==> src/rtl/cm0_fetch_pkg.sv <==
// +--------------------------------------------------------------------+
// | cm0_fetch_pkg : shared types and constants for the prefetch unit   |
// | Rev 1.0                                                            |
// +--------------------------------------------------------------------+
`default_nettype none

package cm0_fetch_pkg;

   typedef enum logic [1:0] {
      S_IDLE = 2'd0,
      S_WAIT = 2'd1,
      S_DROP = 2'd2
   } fetch_state_e;

   localparam int unsigned HW_BYTES   = 2;
   localparam int unsigned WORD_BYTES = 4;

endpackage

`default_nettype wire

==> src/rtl/cm0_fetch_fifo.sv <==
// +--------------------------------------------------------------------+
// | cm0_fetch_fifo : circular word buffer holding data + word address  |
// | Rev 1.0                                                            |
// +--------------------------------------------------------------------+
`default_nettype none

module cm0_fetch_fifo #(
   parameter int unsigned DEPTH   = 4,
   parameter int unsigned WADDR_W = 30
) (
   input  logic                         clk,
   input  logic                         rst,
   input  logic                         push_i,
   input  logic                         pop_i,
   input  logic                         flush_i,
   input  logic [31:0]                  push_data_i,
   input  logic [WADDR_W-1:0]           push_addr_i,
   output logic [31:0]                  head_data_o,
   output logic [WADDR_W-1:0]           head_addr_o,
   output logic [$clog2(DEPTH+1)-1:0]   count_o
);

   localparam int unsigned PTR_W = $clog2(DEPTH);
   localparam int unsigned CNT_W = $clog2(DEPTH+1);

   logic [31:0]        data_q [DEPTH];
   logic [WADDR_W-1:0] addr_q [DEPTH];
   logic [PTR_W-1:0]   wr_ptr_q;
   logic [PTR_W-1:0]   rd_ptr_q;
   logic [CNT_W-1:0]   count_q;
   logic               w_push;
   logic               w_pop;

   assign w_pop  = pop_i & (count_q != '0);
   assign w_push = push_i & ((count_q != CNT_W'(DEPTH)) | w_pop);

   always_ff @(posedge clk) begin
      if (rst || flush_i) begin
         wr_ptr_q <= '0;
         rd_ptr_q <= '0;
         count_q  <= '0;
      end else begin
         if (w_push) wr_ptr_q <= wr_ptr_q + PTR_W'(1);
         if (w_pop)  rd_ptr_q <= rd_ptr_q + PTR_W'(1);
         if (w_push && !w_pop)      count_q <= count_q + CNT_W'(1);
         else if (w_pop && !w_push) count_q <= count_q - CNT_W'(1);
      end
   end

   // Storage needs no reset: entries are only read once count covers them.
   always_ff @(posedge clk) begin
      if (w_push && !flush_i && !rst) begin
         data_q[wr_ptr_q] <= push_data_i;
         addr_q[wr_ptr_q] <= push_addr_i;
      end
   end

   assign head_data_o = data_q[rd_ptr_q];
   assign head_addr_o = addr_q[rd_ptr_q];
   assign count_o     = count_q;

endmodule

`default_nettype wire

==> src/rtl/cm0_prefetch_unit.sv <==
// +--------------------------------------------------------------------+
// | cm0_prefetch_unit : Thumb word prefetch with halfword stream out   |
// | Rev 1.0                                                            |
// +--------------------------------------------------------------------+
`default_nettype none

module cm0_prefetch_unit
   import cm0_fetch_pkg::*;
#(
   parameter int unsigned       ADDR_W   = 32,
   parameter int unsigned       DEPTH    = 4,
   parameter logic [ADDR_W-1:0] RESET_PC = '0
) (
   input  logic                        clk,
   input  logic                        rst,
   output logic                        mem_req,
   output logic [ADDR_W-1:0]           mem_addr,
   input  logic                        mem_ack,
   input  logic [31:0]                 mem_rdata,
   output logic                        ins_valid,
   input  logic                        ins_ready,
   output logic [15:0]                 ins_data,
   output logic [ADDR_W-1:0]           ins_pc,
   input  logic                        br_taken,
   input  logic [ADDR_W-1:0]           br_target,
   output logic [$clog2(DEPTH+1)-1:0]  buf_count
);

   localparam int unsigned WA_W  = ADDR_W - 2;
   localparam int unsigned CNT_W = $clog2(DEPTH+1);

   fetch_state_e       state_q;
   logic               mem_req_q;
   logic [ADDR_W-1:0]  mem_addr_q;
   logic [ADDR_W-1:0]  fetch_addr_q;
   logic               hw_sel_q;
   logic               skip_lo_q;

   logic [31:0]        w_head_data;
   logic [WA_W-1:0]    w_head_addr;
   logic [CNT_W-1:0]   w_count;
   logic               w_valid;
   logic               w_consume;
   logic               w_push;
   logic               w_pop;
   logic               w_unused;

   assign w_valid   = (w_count != '0);
   assign w_consume = w_valid & ins_ready & ~br_taken;
   assign w_push    = (state_q == S_WAIT) & mem_ack & ~br_taken;
   assign w_pop     = w_consume & hw_sel_q;
   assign w_unused  = br_target[0];

   cm0_fetch_fifo #(
      .DEPTH   (DEPTH),
      .WADDR_W (WA_W)
   ) u_fifo (
      .clk         (clk),
      .rst         (rst),
      .push_i      (w_push),
      .pop_i       (w_pop),
      .flush_i     (br_taken),
      .push_data_i (mem_rdata),
      .push_addr_i (fetch_addr_q[ADDR_W-1:2]),
      .head_data_o (w_head_data),
      .head_addr_o (w_head_addr),
      .count_o     (w_count)
   );

   always_ff @(posedge clk) begin
      if (rst) begin
         state_q      <= S_IDLE;
         mem_req_q    <= 1'b0;
         mem_addr_q   <= {RESET_PC[ADDR_W-1:2], 2'b00};
         fetch_addr_q <= {RESET_PC[ADDR_W-1:2], 2'b00};
         hw_sel_q     <= 1'b0;
         skip_lo_q    <= 1'b0;
      end else begin
         // Issue decision uses the registered count, so a same-cycle pop never frees a slot.
         case (state_q)
            S_IDLE: begin
               if (!br_taken && (w_count < CNT_W'(DEPTH))) begin
                  state_q    <= S_WAIT;
                  mem_req_q  <= 1'b1;
                  mem_addr_q <= fetch_addr_q;
               end
            end
            S_WAIT: begin
               if (mem_ack) begin
                  state_q   <= S_IDLE;
                  mem_req_q <= 1'b0;
               end else if (br_taken) begin
                  state_q <= S_DROP;
               end
            end
            S_DROP: begin
               if (mem_ack) begin
                  state_q   <= S_IDLE;
                  mem_req_q <= 1'b0;
               end
            end
            default: begin
               state_q   <= S_IDLE;
               mem_req_q <= 1'b0;
            end
         endcase

         if (br_taken) begin
            fetch_addr_q <= {br_target[ADDR_W-1:2], 2'b00};
            skip_lo_q    <= br_target[1];
            hw_sel_q     <= 1'b0;
         end else begin
            if (w_push) begin
               fetch_addr_q <= fetch_addr_q + ADDR_W'(WORD_BYTES);
               if (skip_lo_q) begin
                  hw_sel_q  <= 1'b1;
                  skip_lo_q <= 1'b0;
               end
            end
            if (w_consume) hw_sel_q <= ~hw_sel_q;
         end
      end
   end

   assign mem_req   = mem_req_q;
   assign mem_addr  = mem_addr_q;
   assign ins_valid = w_valid;
   assign ins_data  = hw_sel_q ? w_head_data[31:16] : w_head_data[15:0];
   assign ins_pc    = {w_head_addr, 2'b00} + (hw_sel_q ? ADDR_W'(HW_BYTES) : '0);
   assign buf_count = w_count;

endmodule

`default_nettype wire

==> config.mk <==
export PLATFORM = sky130hd
export DESIGN_NAME = cm0_prefetch_unit
export DESIGN_NICKNAME = d
export VERILOG_FILES = /design/src/rtl/cm0_fetch_pkg.sv /design/src/rtl/cm0_fetch_fifo.sv /design/src/rtl/cm0_prefetch_unit.sv
export SDC_FILE = /design/constraint.sdc
export NUM_CORES = 1
export LEC_CHECK = 0
export ABC_AREA = 1
export BUFFER_PORTS_ARGS = -buffer_cell sky130_fd_sc_hd__buf_2
export CAP_MARGIN = 5
export CORE_AREA = 2 2 221 158
export DETAILED_ROUTE_END_ITERATION = 10
export DIE_AREA = 0 0 223 160
export PLACE_DENSITY = 0.64
export SETUP_SLACK_MARGIN = 0.15
export SYNTH_ARGS = -nofsm -noshare
export SYNTH_HDL_FRONTEND = slang
export SYNTH_SLANG_ARGS = --single-unit
==> constraint.sdc <==
create_clock -name clk -period 11 [get_ports clk]
set_input_delay 1.65 -clock clk [delete_from_list [all_inputs] [get_ports clk]]
set_output_delay 1.65 -clock clk [all_outputs]
set_load 0.005 [all_outputs]
==> qor.yml <==
outcome:
  outcome: "finished, final reports clean"
global_route:
  grt_pass1_wl_um: 52000
  grt_max_degree: 111
  grt-ovfl-total: 0
  grt_usage_pct: 18.7
  antenna_found_initial: 1
  grt_pass1_vias: 8985
cells_and_area:
  fin_nets: 1448
  fin_area_um2: 15500
  fin_cells: 1838
  final_common_cell: "edfxtp_1"
  area_growth_pct: 17.0
  drive_gt1_share_pct: 18.1
  final_cell_mix: "248 x edfxtp_1, 193 x nand2_1, 186 x nor2_1"
place:
  hpwl_um: 20300
  dpl_cell_area_um2: 14400
  place.gp.congestion: 0.838
  portBuffers: 149
  dp_cells: 1775
worst_setup_path:
  max_stage_delay_ns: 0.86
  worstPathCellList: "buf_4 -> inv_1 -> buf_4 -> o21ai_0 -> o22ai_1 -> nand2_1 -> nand2_1 -> buf_2"
  slowest_stage: "inv_1"
  critPathLaunchType: "flip-flop"
  worstSetupEndpointType: "output pin"
  worstSetupPathType: "reg -> out"
  crit_fanout: 63
  worstPathArrival_ns: 3.26
  required_ns: 9.35
timing:
  fin_hold_ws_ns: 0.471
  setup_viol: 0
  finalHoldViolCount: 0
  slew_headroom_pct: 25.7
  drv_slew: 0
  period_minus_slack_ns: 4.91
  grt_setup_unrepaired: "no"
  clock.fmax_ghz: 0.204
  setup_tns_ns: 0
  finClkSkew_ns: 0.0176
  worst_pin_slew_ns: 1.12
  finalCritPeriodShare_pct: 44.6
job:
  drv_cap: 0
die:
  start_util_pct: 39.1
  die-area_um2: 35700
  core_um2: 33900
  die_x_um: 223
  row_count: 57
  io_pins: 154
  die-height_um: 160
clock_tree:
  cts_tree: "yes"
  root_buffer: "clkbuf_16"
  clk_pin_slew_worst_paths_ns: 0.06
  cts_resized: 0
  numCtsBuffers: 34
  cts.htree.levels: 2
  postCtsSetupBuffers: 0
  cts_sinks: 322
  clk_latency_ns: 0.52
  cts_buffer_depth: 3
  ctsHoldBuffers: 0
drt:
  routed.top_layer: "met4"
  ant_nets: 0
  vias_per_cell: 5.13
  totalWireLength_um: 33200
  first_pass_iters: 5
  drcViolationCount: 0
  routedWlPerCell_um: 18.1
  drtIter0Drc: 887
  wl_met3_um: 2460
  met2_length_um: 14200
  num_vias: 9429
  wl_met1_um: 16100
synthesis:
  yosys_register_bits: 322
  synthesis.area_um2: 13200
  yosysSeqAreaShare_pct: 67.4
  synth.area.top_cells: "edfxtp_1 56%, dfxtp_1 11%, o21ai_0 6.7%, nand2_1 5.5%, nor2_1 5.4%"
  async_reset_ff_share_pct: 0
  post_synth_num_cell_types: 38
  avgSynthCellArea_um2: 10.7
  synth_cells: 1239
  ys_warn_count: 0
  synth_top_area_share_pct: 56.2
  yosys.area.top_type: "edfxtp_1"
  synth_edf_count: 248
  ys.flop_type: "edfxtp_1"
power:
  power.density_nw_per_um2: 180
  ir_worst_vdd_mv: 0.110
  leakagePower_nw: 5.63
min_path:
  min_path_type: "reg -> reg"
-- synthesized netlist by cell type (2+ instances only) --
library cell / instances
nand2_2: 9
nor2_2: 8
nor2_1: 190
buf_4: 5
edfxtp_1: 248
xor2_1: 9
o21ai_1: 6
o211ai_1: 2
inv_1: 67
buf_1: 2
o21ai_0: 177
clkbuf_1: 40
a31oi_1: 10
a21oi_2: 2
nor2_4: 5
a21oi_1: 54
ha_1: 9
buf_2: 20
inv_2: 7
dfxtp_1: 74
nand2_1: 193
nand3_1: 21
nand4_1: 5
o22ai_1: 62
-- worst max-delay path: cells and delay by family (launching register included) --
| kind | cells | cell delay (ns) |
|---|---|---|
| buf+inv | 4 | 1.81 |
| compound gates | 2 | 0.40 |
| flops | 1 | 0.31 |
| simple gates | 2 | 0.17 |
-- through the flow --
stage	total power, mW	setup slack, ns	util [%]
global route	2.89	5.84	45.7
floorplan	1.55	5.50	-
CTS	2.80	5.99	45.7
finish	2.78	6.09	45.7
global placement	1.64	6.15	42.4
detailed placement	1.64	6.10	42.4
-- report_power, final --
part	internal, mW	switching, mW	leakage [nW]
sequential	1.36	0.0429	2.86
combinational	0.0775	0.136	2.22
clock	0.691	0.473	0.546
-- cells by family after synthesis --
group           synth area share, %
flops                          67.4
simple gates                   13.7
compound gates                 12.8
fa+ha+maj                      1.00
buf+inv                        4.38
other cells                  0.0283
xor+xnor                      0.662
-- final timing paths --
check | start | end | slack, ns | cells after the start
setup / recovery | flip-flop | ins_data[15] | 6.09 | 8
hold / removal | u_fifo.rd_ptr_q[0] | flip-flop | 0.47 | 2
setup reg to reg | state_q[1] | u_fifo.data_q[1][13] | 7.53 | 9
hold reg to reg | u_fifo.rd_ptr_q[0] | flip-flop | 0.47 | 2
-- layout make-up --
class                      count  area (µm²)
timing repair buffer         159         821
fill                        3158       18400
clock inverter                17         166
multi-input combinational    777        3770
inverter                      75         285
antenna                        2        5.00
tap                          442         553
sequential                   322        8930
clock buffer                  44         962
-- metal layers --
metal	global-route usage [%]	vias to the layer above
met3	4.51	35
li1	-	4577
met1	28.1	4529
met2	27.7	288
met5	0	-
met4	3.75	0
-- sequential cells by signal, indices dropped and copies added, names as in the netlist, named ones only --
name / cells
u_fifo.data_q: 128
u_fifo.addr_q: 120
fetch_addr_q: 30
mem_addr: 30
u_fifo.count_o: 3
state_q: 2
u_fifo.rd_ptr_q: 2
u_fifo.wr_ptr_q: 2
hw_sel_q: 1
mem_req: 1
skip_lo_q: 1
Note: power is estimated with default switching activity, not from simulation.
